### config.mk
export PLATFORM = sky130hd
export DESIGN_NAME = psum_acc_sfu
export DESIGN_NICKNAME = d
export VERILOG_FILES = /design/src/rtl/psum_acc_sfu.sv
export SDC_FILE = /design/constraint.sdc
export NUM_CORES = 2
export LEC_CHECK = 0
export BUFFER_PORTS_ARGS = -buffer_cell sky130_fd_sc_hd__buf_4
export CORE_AREA = 2 2 521 523
export DETAILED_ROUTE_END_ITERATION = 8
export DIE_AREA = 0 0 523 525
export GPL_TIMING_DRIVEN = 0
export HOLD_SLACK_MARGIN = 0.12
export MAX_ROUTING_LAYER = met4
export PLACE_DENSITY_LB_ADDON = 0.08
export SYNTH_ARGS = -nofsm -noshare
export SYNTH_HDL_FRONTEND = slang
export SYNTH_SLANG_ARGS = --single-unit
### constraint.sdc
create_clock -name clk -period 13.27 [get_ports clk]
set_input_delay 1.327 -clock clk [delete_from_list [all_inputs] [get_ports clk]]
set_output_delay 1.327 -clock clk [all_outputs]
set_load 0.1 [all_outputs]
### src/rtl/psum_acc_sfu.sv
// psum_acc_sfu: multi-pass partial-sum accumulator with per-channel
// saturating adds and a registered, optionally ReLU'd, drain stage.
module psum_acc_sfu #(
  parameter int COL     = 8,
  parameter int PSUM_BW = 16,
  parameter int DEPTH   = 16,
  localparam int CW     = $clog2(DEPTH) + 1,
  localparam int VW     = COL * PSUM_BW
) (
  input  logic          clk,
  input  logic          reset,
  input  logic          start,
  input  logic [CW-1:0] cfg_npix,
  input  logic [3:0]    cfg_npass,
  input  logic          cfg_relu,
  input  logic          in_valid,
  output logic          in_ready,
  input  logic [VW-1:0] in_data,
  output logic          out_valid,
  input  logic          out_ready,
  output logic [VW-1:0] out_data,
  output logic          busy,
  output logic          done,
  output logic          cfg_err
);
  localparam int AW = (DEPTH > 1) ? $clog2(DEPTH) : 1;
  localparam logic [PSUM_BW-1:0] SMAX = {1'b0, {(PSUM_BW-1){1'b1}}};
  localparam logic [PSUM_BW-1:0] SMIN = {1'b1, {(PSUM_BW-1){1'b0}}};

  typedef enum logic [1:0] {IDLE, ACC, DRAIN} state_t;
  state_t state_q, state_d;

  logic [CW-1:0] npix_q, pix_q;
  logic [3:0]    npass_q, pass_q;
  logic          relu_q;
  logic [VW-1:0] mem [DEPTH];
  logic [VW-1:0] rd_vec, acc_vec, drn_vec;
  logic          cfg_ok, start_ok, in_fire;
  logic          pix_last, pass_last, load, last;

  function automatic logic [PSUM_BW-1:0] sat_add(
    input logic [PSUM_BW-1:0] a,
    input logic [PSUM_BW-1:0] b
  );
    logic [PSUM_BW:0] s;
    s = {a[PSUM_BW-1], a} + {b[PSUM_BW-1], b};
    if (s[PSUM_BW] != s[PSUM_BW-1])
      sat_add = s[PSUM_BW] ? SMIN : SMAX;
    else
      sat_add = s[PSUM_BW-1:0];
  endfunction

  assign cfg_ok    = (cfg_npix != '0) &&
                     (cfg_npix <= CW'(DEPTH)) &&
                     (cfg_npass != '0);
  assign start_ok  = start && (state_q == IDLE) && cfg_ok;
  assign in_ready  = (state_q == ACC);
  assign busy      = (state_q != IDLE);
  assign in_fire   = in_valid && in_ready;
  assign pix_last  = (pix_q == npix_q - CW'(1));
  assign pass_last = (pass_q == npass_q - 4'd1);
  // pix_q doubles as the drain read pointer; pix_q == npix_q means all loaded
  assign load      = (state_q == DRAIN) && (pix_q < npix_q) &&
                     (!out_valid || out_ready);
  assign last      = (state_q == DRAIN) && out_valid && out_ready &&
                     (pix_q == npix_q);
  assign rd_vec    = mem[pix_q[AW-1:0]];

  always_comb begin
    acc_vec = in_data;
    drn_vec = rd_vec;
    for (int c = 0; c < COL; c++) begin
      if (pass_q != '0)
        acc_vec[c*PSUM_BW +: PSUM_BW] =
          sat_add(rd_vec[c*PSUM_BW +: PSUM_BW],
                  in_data[c*PSUM_BW +: PSUM_BW]);
      if (relu_q && rd_vec[c*PSUM_BW + PSUM_BW - 1])
        drn_vec[c*PSUM_BW +: PSUM_BW] = '0;
    end
  end

  always_comb begin
    state_d = state_q;
    unique case (state_q)
      IDLE:    if (start_ok) state_d = ACC;
      ACC:     if (in_fire && pix_last && pass_last) state_d = DRAIN;
      DRAIN:   if (last) state_d = IDLE;
      default: state_d = IDLE;
    endcase
  end

  always_ff @(posedge clk or negedge reset) begin
    if (!reset) state_q <= IDLE;
    else        state_q <= state_d;
  end

  always_ff @(posedge clk) begin
    if (in_fire) mem[pix_q[AW-1:0]] <= acc_vec;
  end

  always_ff @(posedge clk or negedge reset) begin
    if (!reset) begin
      npix_q    <= '0;
      npass_q   <= '0;
      relu_q    <= 1'b0;
      pix_q     <= '0;
      pass_q    <= '0;
      out_valid <= 1'b0;
      out_data  <= '0;
      done      <= 1'b0;
      cfg_err   <= 1'b0;
    end else begin
      done    <= 1'b0;
      cfg_err <= start && (state_q == IDLE) && !cfg_ok;
      if (start_ok) begin
        npix_q  <= cfg_npix;
        npass_q <= cfg_npass;
        relu_q  <= cfg_relu;
        pix_q   <= '0;
        pass_q  <= '0;
      end
      if (in_fire) begin
        if (pix_last) begin
          pix_q  <= '0;
          pass_q <= pass_last ? 4'd0 : pass_q + 4'd1;
        end else begin
          pix_q <= pix_q + CW'(1);
        end
      end
      if (load) begin
        out_data  <= drn_vec;
        out_valid <= 1'b1;
        pix_q     <= pix_q + CW'(1);
      end else if (last) begin
        out_valid <= 1'b0;
        done      <= 1'b1;
        pix_q     <= '0;
      end
    end
  end
endmodule

## Yosys cells after proc, flatten, opt, wreduce, memory -nomap -nowiden

Memories as Yosys holds them, arrays and structs flattened.
Index checks and enable logic that the tools add are counted.

- Register bits after elaboration: 152
- Bits in latches: 0
- Bits in writable memories: 2048
- ROM bits: 0
- Logic and storage cells: 124
- Memories kept: 1

- Add/sub/neg operators: 12
- Multiply operators: 0
- Div/mod/pow operators: 0
- $lt $le $gt $ge: 2
- Eq/ne operators: 16
- Shifts and indexed selects: 0
- Mux-type cells: 51
- Bitwise gates (word level): 0
- Reductions and logical operators: 32

Memories:

| name | depth | width | rd ports | clocked after Yosys merged registers in | write ports | line | RTL |
|---|---|---|---|---|---|---|---|
| mem | 16 | 128 | 1 | 0 | 1 | 36 | `logic [VW-1:0] mem [DEPTH];` |

Operator list:

| operator | number |
|---|---|
| $mux 16 | 32 |
| $add 16x16->17 | 8 |
| $mux 5 | 5 |
| $logic_and 1x1->1 | 21 |
| $mux 4 | 4 |
| $reduce_bool 4->1 | 3 |
| $eq 5x5->1 | 2 |
| $ne 1x1->1 | 8 |
| $mux 1 | 6 |
| $mux 2 | 3 |
| $pmux 2 s3 | 1 |
| $add 5x1->5 const B | 1 |
| $le 5x5->1 const B | 1 |
| $lt 5x5->1 | 1 |
| $reduce_bool 5->1 | 1 |
| $sub 5x1->5 const B | 1 |
| $add 4x1->4 const B | 1 |
| $eq 4x4->1 | 1 |
| $ne 2x2->1 const B | 2 |
| $reduce_bool 2->1 | 2 |
| $sub 4x1->4 const B | 1 |
| $reduce_and 3->1 | 1 |
| $eq 2x1->1 const B | 1 |
| $eq 2x2->1 const B | 1 |
| 4 further kinds | 5 |

## Depth between registers and ports, before layout

- Depth in word-level cells: 8
- Mapped depth: 20
- Mapped depth without buffers: 14

## Worst setup path after synthesis

No wires, ideal clock.

- Kind: register to register
- From: register state_q[1]
- To: memory mem[0][0] (netlist bit) (enable)
- Arrival time: 11016 ps
- Required time: 12498 ps
- Setup slack: 1482 ps
- Stages on the path, launching flop included: 6
- Path through: dfrtp_1 -> nor2b_1 -> and2_1 -> clkbuf_1 -> nand2_1 -> nor3_1

- Cells in the longest elaborated chain, start to end: 4

Ends and longest elaborated chain:

| item | line | RTL |
|---|---|---|
| from (decl) | 31 | `state_t state_q, state_d;` |
| from (signal assigned) | 94 | `else state_q <= state_d;` |
| $eq 2x1->1 | 57 | `assign in_ready = (state_q == ACC);` |
| named net in_ready | 17 | `output logic in_ready,` |
| $logic_and 1x1->1 | 59 | `assign in_fire = in_valid && in_ready;` |
| $mux 1 | 98 | `if (in_fire) mem[pix_q[AW-1:0]] <= acc_vec;` |
| $mux 1 (not written as such) | 98 |  |
| to (decl) | 36 |  |

The timed path passes the listed nets, and every way through them passes these cells.

## Worst setup path after layout

- From: register pix_q[1]
- To: memory mem[0][34] (netlist bit), data pin

- Cells in the longest elaborated chain, start to end: 5
- Elaborated cells between the ends (all ways): 6
- Those cells by class: 1 x add/sub; 1 x eq/ne; 3 x mux; 1 x memory

Ends and longest elaborated chain:

| item | line | RTL |
|---|---|---|
| from (decl) | 33 | `logic [CW-1:0] npix_q, pix_q;` |
| from (signal assigned) | 127 | `pix_q <= pix_q + CW'(1);` |
| from (signal assigned) | 133 | `pix_q <= pix_q + CW'(1);` |
| $mem_v2 16x128 * | n/a |  |
| $add 16x16->17 * | 46 | `s = {a[PSUM_BW-1], a} + {b[PSUM_BW-1], b};` |
| $mux 16 / $ne 1x1->1 (equally long branches) | 48, 47 |  |
| $mux 16 * | 47 | `if (s[PSUM_BW] != s[PSUM_BW-1])` |
| $mux 16 * | 73 | `if (pass_q != '0)` |
| named net acc_vec[34] | 37 | `logic [VW-1:0] rd_vec, acc_vec, drn_vec;` |

The timed path passes the listed nets; every way through them passes the cells marked *.

==> qor.csv <==
metric,value,unit
status,"complete, no violations",
Hold WC Path Type,primary input to async pin,
Gate Count Post-Synth,4485,
residual DRC count,0,
Via Count,48300,
ANT nets after route,0,
DIE HEIGHT,525,µm
DR vias/cell,5.36,
CTS Buf Count,245,
clock-pin slew on the worst setup and hold paths,60,ps
critical path peak fanout,16,
post-route cell area,109000,µm²
Initial Util,0.339,
Core ar.,269000,µm²
cell area after placement,101000,µm²
CP top delay family,buffers and inverters,
Crit path largest cell delay,1070,ps
total grt overflow,0,
Synth cell types,94,
global placement routability congestion,0.813,
setup_tns,0,ps
post-synthesis cell area,91200,µm²
Fin. Hold Viols,0,
"Async S/R FF share, synth",0.0691,
hpwl dp,200000,µm
VDD IR-drop max,109,µV
clk sink count,2200,
fmax,123,MHz
drt pass-1 iters,7,
"Seq/Total Area, Yosys",0.716,
final WL,294000,µm
crit share post-route,0.611,
critical path depth,17,
Power Total,15.1,mW
worst path required time,13770,ps
Clock Tree Buf Depth,4,
port bufs,275,
vias in the first global route,49300,
Final Setup Violations,0,
skew final,48.8,ps
hold_buf cts,0,
Worst-Skew Late Latency,930,ps
Ys Warns,0,
area growth from synthesis to layout,19.9,%
WP data arrival,8600,ps
# rows,191,
Crit path top cell by count,a21oi_1,
die area,275000,µm²
H-tree Lvls,4,
Clock Tree Root,clkbuf_16,
Leak,37.5,nW
largest net degree at the start of global routing,80,
setup bufs post-CTS,0,
number of flops mapped to enable cells by yosys,2048,
hold slack,254,ps
WP buf/inv,5,
RSZ-0062 raised after global routing,false,
Syn Nets,4777,
Final #Nets,5520,
Initial DRC Count,4572,
Top Ports,276,
setup ws final,5160,ps
Critical Path Source Type,flip-flop,
worst r2r path cells,17,
initial antenna violation count,18,
fin. max-slew vios,0,
proportion of layout cells with a drive suffix above 1,0.303,
Routed WL per cell,32.6,µm
GRT Util Overall,0.218,
worst relative slew slack,0.0291,
Seq cells post-synth,2200,
first-pass GRT wire length,405000,µm
dominant synthesized flop cell,edfxtp_1,
dpl ws,4960,ps
Worst-Margin Slew,1460,ps
Die Width,523,µm
synthesized area per cell,20.3,µm²
Post-CTS Resized,0,
Critical Path End Type,flip-flop,
Tmin final,8110,ps
Max-cap violations,0,
critical-path cell list,buf_6 > buf_6 > clkbuf_1 > clkbuf_1 > mux4_2 > mux4_2 > ha_1 > a21oi_1 > o2111ai_1 > nand2_1 > o22ai_1 > a221o_1 > xnor2_1 > and2_1 > buf_2 > a21oi_1 > a21oi_1,
Crit Path Category,flip-flop to flip-flop,
CTS tree,built,
Slowest cell on crit path,clkbuf_1,
Cell Pwr Density,138,nW/µm²
final timing paths:
| path | start | end | slack, ps |
|---|---|---|---|
| setup / recovery | pix_q[1]$_DFFE_PN0P_ | mem[0][34]$_DFFE_PP_ | 5160 |
| hold / removal | reset | out_data[63]$_DFFE_PN0P_ | 250 |
| setup reg to reg | pix_q[1]$_DFFE_PN0P_ | mem[0][34]$_DFFE_PP_ | 5160 |
| hold reg to reg | out_data[26]$_DFFE_PN0P_ | out_data[26]$_DFFE_PN0P_ | 510 |
| max in group asynchronous | reset | out_data[106]$_DFFE_PN0P_ | 12150 |
| min in group clk | out_data[26]$_DFFE_PN0P_ | out_data[26]$_DFFE_PN0P_ | 510 |
layout make-up:
cell class              instances  area (µm²)
multi-input cells            2017       24400
plain buffers                 207        1410
repair buffers                496        5570
well taps                    3570        4470
clock inverters               158        1410
fillers                     24000      160000
inverters                      61         229
flip-flops and latches       2200       65300
diodes                          5        12.5
clock buffers                 295        6500
sequential cells by signal (all words and copies together) (netlist names), 2 cells and up:
register,flops
mem,2048
pass_q,4
state_q,2
pix_q,5
npass_q,4
npix_q,5
out_data,128
placed cells by master (no fill, tap or decap), types with 15 or more instances in the layout:
master / Yosys / final
nand2b_1: 23 / 23
nand2_1: 166 / 166
inv_1: 61 / 61
buf_12: 1 / 95
mux4_2: 549 / 549
clkbuf_1: 88 / 103
clkbuf_2: 0 / 20
a22o_1: 121 / 121
xnor2_1: 78 / 78
o21ai_0: 86 / 60
clkbuf_16: 0 / 248
clkinv_2: 0 / 58
o21a_1: 17 / 17
nor2_1: 185 / 172
bufinv_16: 0 / 21
mux4_1: 91 / 91
ha_1: 141 / 141
clkinv_1: 0 / 47
nand3_1: 29 / 29
a21o_1: 32 / 32
clkbuf_8: 13 / 25
nor2b_1: 23 / 23
xor2_1: 28 / 28
nor3_1: 22 / 17
buf_2: 35 / 35
and2_1: 15 / 15
a21oi_1: 150 / 145
dfrtp_1: 152 / 152
edfxtp_1: 2048 / 2048
clkinvlp_4: 0 / 17
buf_4: 22 / 317
buf_6: 40 / 121
o21ai_1: 40 / 65
worst register-to-register path: cells and delay by family, from the launching register on:
family | cells | cell delay [ps]
AO/OA/AOI/OAI | 6 | 2170
XOR/XNOR | 1 | 380
adder cells (fa/ha/maj) | 1 | 320
buffers and inverters | 5 | 2780
flip-flops | 1 | 600
multiplexers | 2 | 1040
AND/OR/NAND/NOR | 2 | 420
logic make-up (layout without fill, tap and decap cells):
family                   count (synthesis)  after routing  synth area share
XOR/XNOR                               106            106            0.0102
adder cells (fa/ha/maj)                152            152            0.0215
multiplexers                           656            656             0.164
buffers and inverters                  268           1217            0.0177
flip-flops                            2200           2200             0.716
other                                    0              5                 0
AO/OA/AOI/OAI                          585            585            0.0448
AND/OR/NAND/NOR                        518            518            0.0259
metal layers:
layer,global-route usage,vias to the layer above,wire (µm)
li1,-,20200,-
met1,0.301,26300,131000
met2,0.339,1374,139000
met3,0.0351,363,16400
met4,0.0519,0,7350
met5,-,-,0
where the power goes:
part           total, mW  internal, mW  leakage [nW]  switching [mW]
combinational      0.539         0.143          13.3           0.396
sequential          7.75          7.75          20.3               0
clock               6.78          3.89          3.87            2.89
cells in the mapped netlist (all sizes together) (9+ instances only):
master,n,share of area
a211oi,9,0.00085
a21boi,11,0.00091
a21o,32,0.0026
a21oi,159,0.0098
a22o,128,0.012
a31oi,11,0.00082
and2,15,0.0010
and3,12,0.00088
buf,105,0.0094
clkbuf,101,0.0056
dfrtp,152,0.042
edfxtp,2048,0.67
ha,141,0.019
inv,61,0.0025
mux2,11,0.0014
mux4,640,0.16
nand2,166,0.0068
nand2b,23,0.0016
nand3,29,0.0016
nor2,188,0.0079
nor2b,23,0.0016
nor3,25,0.0017
o2111ai,10,0.0010
o211ai,12,0.00099
o21a,17,0.0014
o21ai,131,0.0074
o21bai,11,0.00091
or2,15,0.0010
xnor2,78,0.0075
xor2,28,0.0027
metrics by stage:
stage,utilization,cells
floorplan,-,4485
global placement,0.363,8330
detailed placement,0.376,8543
CTS,0.406,8996
global route,0.406,9005
finish,0.406,9009
(Power assumes the default switching activity.)
